<file path="src/rtl/lcm_from_hcf.sv">
// lcm_from_hcf: least common multiple from two operands and their HCF.
//   The result is computed as lcm = (in1 / hcf) * in2, using an N-cycle
//   restoring divider followed by an N-cycle shift-add multiplier.
//   err is raised when hcf is zero or does not divide in1 exactly.
// Ports:
//   clk    rising-edge clock
//   rst_n  synchronous active-low reset
//   start  request, sampled only while idle
//   in1    first operand (N bits), latched on an accepted start
//   in2    second operand (N bits), latched on an accepted start
//   hcf    upstream HCF of in1/in2 (N bits), latched on an accepted start
//   busy   high while dividing or multiplying
//   done   one-cycle pulse when lcm/err update
//   lcm    2N-bit result, held until the next done
//   err    error flag, held until the next done
module lcm_from_hcf #(
  parameter int unsigned N = 8
) (
  input  logic           clk,
  input  logic           rst_n,
  input  logic           start,
  input  logic [N-1:0]   in1,
  input  logic [N-1:0]   in2,
  input  logic [N-1:0]   hcf,
  output logic           busy,
  output logic           done,
  output logic [2*N-1:0] lcm,
  output logic           err
);

  localparam int unsigned CW = (N > 1) ? $clog2(N) : 1;
  localparam int unsigned LW = 2 * N;

  typedef enum logic [1:0] {IDLE, DIV, MUL, DONE} state_t;

  state_t        state;
  logic [N-1:0]  quo;      // dividend shifts out of the top, quotient shifts in at the bottom
  logic [N:0]    rem;
  logic [N-1:0]  hcf_q;
  logic [CW-1:0] cnt;
  logic [LW-1:0] acc;      // product accumulator; stays 0 on every error/short path
  logic [LW-1:0] mcand;    // latched in2, shifted left once per multiplier bit
  logic          res_err;

  logic [N:0]    rem_shift;
  logic          div_ge;
  logic [N:0]    rem_next;
  logic [N-1:0]  quo_next;
  logic [LW-1:0] acc_next;

  // One restoring-division step and one shift-add step.
  // rem < hcf always holds, so its top bit is zero before each shift.
  always_comb begin
    rem_shift = (N+1)'({rem, quo[N-1]});
    div_ge    = (rem_shift >= {1'b0, hcf_q});
    rem_next  = div_ge ? (rem_shift - {1'b0, hcf_q}) : rem_shift;
    quo_next  = N'({quo, div_ge});
    acc_next  = quo[0] ? (acc + mcand) : acc;
  end

  // Control FSM and datapath registers.
  always_ff @(posedge clk) begin
    if (!rst_n) begin
      state   <= IDLE;
      quo     <= '0;
      rem     <= '0;
      hcf_q   <= '0;
      cnt     <= '0;
      acc     <= '0;
      mcand   <= '0;
      res_err <= 1'b0;
      busy    <= 1'b0;
      done    <= 1'b0;
      lcm     <= '0;
      err     <= 1'b0;
    end else begin
      done <= 1'b0;
      case (state)
        IDLE: begin
          if (start) begin
            quo   <= in1;
            hcf_q <= hcf;
            mcand <= LW'(in2);
            rem   <= '0;
            acc   <= '0;
            cnt   <= CW'(N - 1);
            if (in1 == '0 || in2 == '0) begin
              res_err <= 1'b0;
              state   <= DONE;
            end else if (hcf == '0) begin
              res_err <= 1'b1;
              state   <= DONE;
            end else begin
              res_err <= 1'b0;
              busy    <= 1'b1;
              state   <= DIV;
            end
          end
        end

        DIV: begin
          rem <= rem_next;
          quo <= quo_next;
          cnt <= cnt - CW'(1);
          if (cnt == '0) begin
            cnt <= CW'(N - 1);
            if (rem_next != '0) begin
              res_err <= 1'b1;
              busy    <= 1'b0;
              state   <= DONE;
            end else begin
              state <= MUL;
            end
          end
        end

        // Multiplier bits are consumed LSB first from the quotient register.
        MUL: begin
          acc   <= acc_next;
          mcand <= mcand << 1;
          quo   <= quo >> 1;
          cnt   <= cnt - CW'(1);
          if (cnt == '0) begin
            busy  <= 1'b0;
            state <= DONE;
          end
        end

        DONE: begin
          done  <= 1'b1;
          lcm   <= acc;
          err   <= res_err;
          state <= IDLE;
        end

        default: state <= IDLE;
      endcase
    end
  end

endmodule

</file>
<file path="config.mk">
export PLATFORM = sky130hd
export DESIGN_NAME = lcm_from_hcf
export DESIGN_NICKNAME = d
export VERILOG_FILES = /design/src/rtl/lcm_from_hcf.sv
export SDC_FILE = /design/constraint.sdc
export NUM_CORES = 1
export LEC_CHECK = 0
export BUFFER_PORTS_ARGS = -buffer_cell sky130_fd_sc_hd__buf_2
export CAP_MARGIN = 20
export CORE_ASPECT_RATIO = 0.9
export CORE_MARGIN = 2
export CORE_UTILIZATION = 40
export DETAILED_ROUTE_END_ITERATION = 6
export GPL_ROUTABILITY_DRIVEN = 0
export GPL_TIMING_DRIVEN = 0
export PLACE_DENSITY_LB_ADDON = 0.15
export SYNTH_ARGS = -nofsm -noshare
export SYNTH_HDL_FRONTEND = slang
export SYNTH_SLANG_ARGS = --single-unit
</file>
<file path="constraint.sdc">
create_clock -name clk -period 2.5 [get_ports clk]
set_input_delay 0.25 -clock clk [delete_from_list [all_inputs] [get_ports clk]]
set_output_delay 0.25 -clock clk [all_outputs]
set_load 0.01 [all_outputs]
</file>
# --- Word-level counts from Yosys, hierarchy flattened ---
# Cells that the tools add are included.
totals:
  regBits: 81
  inputBits: 27
  output_inout_bits: 19
  elab_cells: 78
classes:
  addsub: 3
  order_cmp: 1
  n_eq_ne: 10
  muxes: 34
  n_reduce_logical: 18
op_table:
  columns: ["op", "n"]
  rows:
  - ["$pmux W16 S2", 2]
  - ["$mux W16", 3]
  - ["$logic_not A8 Y1", 3]
  - ["$pmux W8 S3", 1]
  - ["$add A16 B16 Y16", 1]
  - ["$mux W8", 2]
  - ["$pmux W8 S2", 1]
  - ["$ne A2 B2 Y1 const B", 7]
  - ["$mux W1", 13]
  - ["$mux W2", 5]
  - ["$ge A9 B8 Y1", 1]
  - ["$mux W9", 1]
  - ["$pmux W3 S3", 1]
  - ["$reduce_bool A9 Y1", 1]
  - ["$sub A9 B8 Y9", 1]
  - ["$pmux W2 S4", 1]
  - ["$reduce_and A2 Y1", 4]
  - ["$reduce_and A7 Y1", 1]
  - ["$mux W3", 2]
  - ["$reduce_and A3 Y1", 2]
  - ["$eq A2 B2 Y1 const B", 2]
  - ["$reduce_and A4 Y1", 1]
  - ["$reduce_bool A2 Y1", 2]
  - ["$logic_not A3 Y1", 1]
  - ["other kinds (7)", 7]

# --- Longest topological paths before layout ---
logic_depth:
  word_depth: 6
  ltp_mapped: 12

# --- Worst setup path after synthesis ---
# No wires, ideal clock.
synth_timing:
  path_type: "register to register"
  start: "register rem[0]"
  end: "register state[0]"
  arrival_time_ns: 2.350
  path_slack_ns: 0.036
  path_stages_with_launch: 10
  path_buffers: 0
  path_cell_list: "dfxtp_1 > ha_1 > nor2b_1 > o31a_1 > o21a_1 > o41a_1 > o32a_1 > a211oi_2 > o21ai_0 > and2_1"
synth_between:
  elab_chain_cells: 6
  word_cells_on_any_way: 7
synth_lines:
  columns: ["item", "line", "text"]
  rows:
  - ["from (decl)", "38", "logic [N:0] rem;"]
  - ["from (signal assigned)", "102", "rem <= rem_next;"]
  - ["$sub A9 B8 Y9 / $ge A9 B8 Y1 (equally long branches)", "56, 55", null]
  - ["$mux W9 *", "56", "rem_next = div_ge ? (rem_shift - {1'b0, hcf_q}) : rem_shift;"]
  - ["$reduce_bool A9 Y1 *", "107", "if (rem_next != '0) begin"]
  - ["$mux W1 *", "107", null]
  - ["$mux W2 *", "105", "if (cnt == '0) begin"]
  - ["$pmux W2 S4 *", "78", "case (state)"]
  - ["to (signal assigned)", "89", "state <= DONE;"]
  - ["to (signal assigned)", "110", "state <= DONE;"]
  - ["to (signal assigned)", "112", "state <= MUL;"]
  - ["to (decl)", "36", "state_t state;"]
# Mark *: on every way between the ends. The rest lies on a longest branch, timed or not. The select of a mux whose other input is x is not followed.
# A chain may end at the register's enable or synchronous reset.

# --- Final worst setup path ---
layout_timing:
  start: "register quo[7]"
  end: "register res_err"
layout_between:
  elab_chain_cells: 5
  word_cells_on_any_way: 6
layout_lines:
  columns: ["item", "line", "text"]
  rows:
  - ["from (decl)", "37", "logic [N-1:0] quo;"]
  - ["from (signal assigned)", "81", "quo <= in1;"]
  - ["from (signal assigned)", "103", "quo <= quo_next;"]
  - ["from (signal assigned)", "121", "quo <= quo >> 1;"]
  - ["$sub A9 B8 Y9 / $ge A9 B8 Y1 (equally long branches)", "56, 55", null]
  - ["$mux W9 *", "56", null]
  - ["$reduce_bool A9 Y1 *", "107", null]
  - ["$ne A2 B2 Y1 (no line) *", null, null]
  - ["$reduce_and A4 Y1 (no line) *", null, null]
  - ["to (signal assigned)", "71", "res_err <= 1'b0;"]
  - ["to (signal assigned)", "88", "res_err <= 1'b0;"]
  - ["to (signal assigned)", "108", "res_err <= 1'b1;"]
  - ["to (decl)", "43", "logic res_err;"]
# Mark *: on every way between the ends. The rest lies on a longest branch, timed or not.

==> summary.md <==
The worst hold path depth works out to 3. After global routing the overflow that remains totals 0. For the overall power consumption, the log shows 0.00640 W. Traced cell by cell, the critical path runs through inv_4 > ha_4 > inv_2 > fa_2 > buf_4 > xor2_1 > nor3b_1 > nor4b_4 > a2bb2oi_2 > a211oi_4 > nand2b_4 > a31oi_1. On the worst path, the slowest cell contributes a delay of 0.39 ns. The run gives 37 as the cell row count. The final reports fail on setup timing. After detailed routing, the total wire length is 12.5 mm. The clock passes through at most 2 buffers. Counting both buffers and inverters, the worst setup path holds a total of 3. After detailed routing, the number of remaining DRC violations is 0. The core utilization of the finished layout was 0.502; the power per standard cell area was 1120 nW/um^2. After detailed routing, the met3 layer carries 480 um of wire.

In the final design database the tool counted 674 nets. For the post-layout worst setup margin, the log shows -0.120 ns. Post-route minimum period: 2.62 ns.

Share of layout cells above drive strength 1: 0.203. Relative contribution of the clock network to total power: 0.209. The residual antenna-violating net count after detailed routing is 0, and the die height is 106 um. The run finished, with violations left. The clock tree synthesis step divided the H-tree into 3 levels. For this block, the via count after detailed routing is 4233. For the hold-fix buffer count after cts, the log shows 0. Counting cells, the worst reg-to-reg path comes to 12. The critical path crosses 12 cells after its start point. The count of input and output buffers works out to 45. Cell internal power was estimated by the tool at 0.00383 W.

The critical path launch point type was a flop. The total track usage came out at 0.205. The logs give 9 for the number of buffers added by the clock tree synthesis step and 0.00644 ns for the final clock skew. For the final number of hold-violating endpoints, the log shows 0. The die covers 12500 sq um. Gate count after technology mapping: 546. For this run, the leading register cell type out of synthesis is sky130_fd_sc_hd__dfxtp_1. For this design the total switching power over the nets is 0.00257 W. The worst supply voltage drop on vdd was 671 uV; the part of the power in combinational logic was 0.522.

The mean area per synthesized cell came out at 8.51 sq um. Routed wire length per instance: 16.2 um. The ratio of final minimum period to clock period was 1.05; the yosys synthesis warning count was 0.

In the layout the commonest cells are 76 x sky130_fd_sc_hd__dfxtp_1, 54 x sky130_fd_sc_hd__nand2_1, 46 x sky130_fd_sc_hd__buf_2. The share of async-settable or async-resettable flops after synthesis was 0. Yosys attributes the largest share of cell area to sky130_fd_sc_hd__dfxtp_1 35%, sky130_fd_sc_hd__ha_1 8.1%, sky130_fd_sc_hd__mux2i_1 5.4%.

The via count of the first global-routing pass is 3949. Leaving out fill and tap cells, the most frequent cell in the layout is sky130_fd_sc_hd__dfxtp_1. The slowest cell on the critical path was sky130_fd_sc_hd__fa_2. The number of antenna diodes in the final layout is 0. Entering global routing, the biggest net connects 13 pins. The tools report the kind of end point of the critical path as a flop.

In this run, distinct cell masters in the synthesized netlist total 56. In this run the standard cell core region covers 11400 sq um. The post-synthesis cell type with the largest combined area is sky130_fd_sc_hd__dfxtp_1. Clock latency on the worst-skew pair, taken at its later pin, is 0.34 ns. Highest metal layer with signal wires: met4. The number of max-slew violations in the final report was 0; the sequential fraction of design power was 0.269. Across the run, the number of max-cap violations was 0. For the pin with the worst max-slew slack, the measured transition is 0.747 ns. The area of the multi-input gates is 3050 sq um, and the portion of synthesized cell area occupied by the leading cell type is 0.349. Counting every sink on the clock net gives 81. The number of placed instances, taps included, is 747.

The worst slack after detailed placement was -0.406 ns. From synthesis to final layout, the design area changed by 23.0%. Measured along the x axis, the die boundary spans 118 um. The sequential cell area was 1640 sq um; the half-perimeter wire length of the detailed placement result was 9.10 mm. The count of cells in the finished layout, fillers not included, comes to 776.

The tools report the worst max-slew margin expressed relative to the limit as 0.502. Setup repair after global routing could not meet its margin everywhere. TritonCTS built the clock tree. For this run, the top clock speed supported by timing is 382 MHz.

The number of antenna violations at the first check in global routing is 0, and the global-route wire length before repair is 20.4 mm. The cell at the root of the clock tree is sky130_fd_sc_hd__clkbuf_16. The logs give 605 for the total nets after synthesis and 278 for the number of DRC violations after detailed-routing iteration 0.

The netlist area before placement was 4650 sq um; the detailed-route vias per instance was 5.45. The cell family with the largest share of critical-path delay is simple AND/OR/NAND/NOR gates. The total setup violations reported at the end of the flow was 3; the first-pass detailed-route iteration total was 5. The initial standard-cell utilization of the core is 0.408, and the switching part of the total is 0.402.

STA puts the critical path data required time at 2.71 ns. Sequential-to-total area share from yosys stat: 0.349. The critical path in this run is classified as flop to flop.

The wire length the detailed router placed on met1 was 6.55 mm; the largest fanout on the critical path was 4. The detailed-routed wire length on met2 is 5.37 mm, and the clock-pin slew of the registers on the worst-case setup and hold paths is 0.06 ns. For the static leakage, the log shows 2.27 nW. In this run, synthesis inferred 0 flip-flops with an integrated enable.

Synthesis inferred 81 register bits. Counting the fill cells in the layout gives 1113. The path class of the tightest hold or removal check is primary input to flop. The data arrival at the endpoint of the critical path was 2.83 ns; the number of ports placed on the die boundary was 46.
area by class of cell:
cell class	count	share of cell area
multi-input combinational	415	0.534
sequential	81	0.286
timing repair buffer	62	0.0617
clock buffer	13	0.0438
tap	156	0.0342
buffer	23	0.0171
inverter	23	0.0155
clock inverter	3	0.00701
sequential cells by signal, indices dropped and copies added, names as in the netlist:
| register | count |
|---|---|
| busy | 1 |
| rem | 8 |
| acc | 16 |
| done | 1 |
| cnt | 3 |
| res_err | 1 |
| mcand | 16 |
| err | 1 |
| state | 2 |
| quo | 8 |
| hcf_q | 8 |
| lcm | 16 |
worst register-to-register path, delay by kind of cell (launching register included):
family	cells	cell delay (ns)
and+or+nand+nor	3	0.73
adders and majority gates	2	0.52
AOI/OAI and AO/OA	3	0.48
DFF	1	0.36
buffers and inverters	3	0.25
xor gates and xnor gates	1	0.16
power groups by stage:
stage          Combinational, W  Sequential (W)  Clock (W)
2_1_floorplan           0.00191         0.00167          0
3_3_place_gp            0.00241         0.00173          0
3_5_place_dp            0.00245         0.00173          0
4_1_cts                 0.00268         0.00171    0.00136
5_1_grt                 0.00367         0.00176    0.00142
6_report                0.00334         0.00172    0.00134
metrics by stage:
stage,setup TNS (ns),instance area [sq um],hold slack [ns]
floorplan,0,4650,0.386
global placement,-5.14,5070,0.444
detailed placement,-5.70,5070,0.451
CTS,-0.691,5460,0.155
global route,-0.565,5710,0.182
finish,-0.308,5710,0.163
cells by family after synthesis:
| family | share of synthesized area |
|---|---|
| AND/OR/NAND/NOR | 0.211 |
| AO/OA/AOI/OAI | 0.228 |
| flip-flops | 0.349 |
| buffers and inverters | 0.0407 |
| adder cells (fa/ha/maj) | 0.0894 |
| multiplexers | 0.0539 |
| XOR/XNOR | 0.0283 |
synth_stat cells, types with 15 or more instances:
library cell and instances:
sky130_fd_sc_hd__dfxtp_1 81, sky130_fd_sc_hd__nand2_1 56, sky130_fd_sc_hd__nor2b_1 40, sky130_fd_sc_hd__a21oi_1 36
sky130_fd_sc_hd__nor2_1 31, sky130_fd_sc_hd__ha_1 30, sky130_fd_sc_hd__a22oi_1 27, sky130_fd_sc_hd__mux2i_1 25
sky130_fd_sc_hd__clkbuf_1 24, sky130_fd_sc_hd__inv_1 23, sky130_fd_sc_hd__nand3_1 15, sky130_fd_sc_hd__o21ai_0 15
final timing paths:
path / start / to / slack, ns
setup / recovery: quo[7] / res_err / -0.12
hold / removal: hcf[2] / hcf_q[2] / 0.16
setup reg to reg: quo[7] / res_err / -0.12
hold reg to reg: hcf_q[7] / hcf_q[7] / 0.46
metal layers:
metal,up-vias,global-route usage
met5,-,0
met4,0,0.0508
met3,12,0.0413
met2,87,0.309
met1,2014,0.298
li1,2120,-
what timing repair did:
action                                  in CTS  in global routing
endpoints found under the hold margin        0                  0
endpoints found under the setup margin      18                 42
pin swaps                                    7                 14
gates resized for setup                     21                 41
setup buffers                                5                 12
No activity file was read; power rests on OpenSTA's default activity.
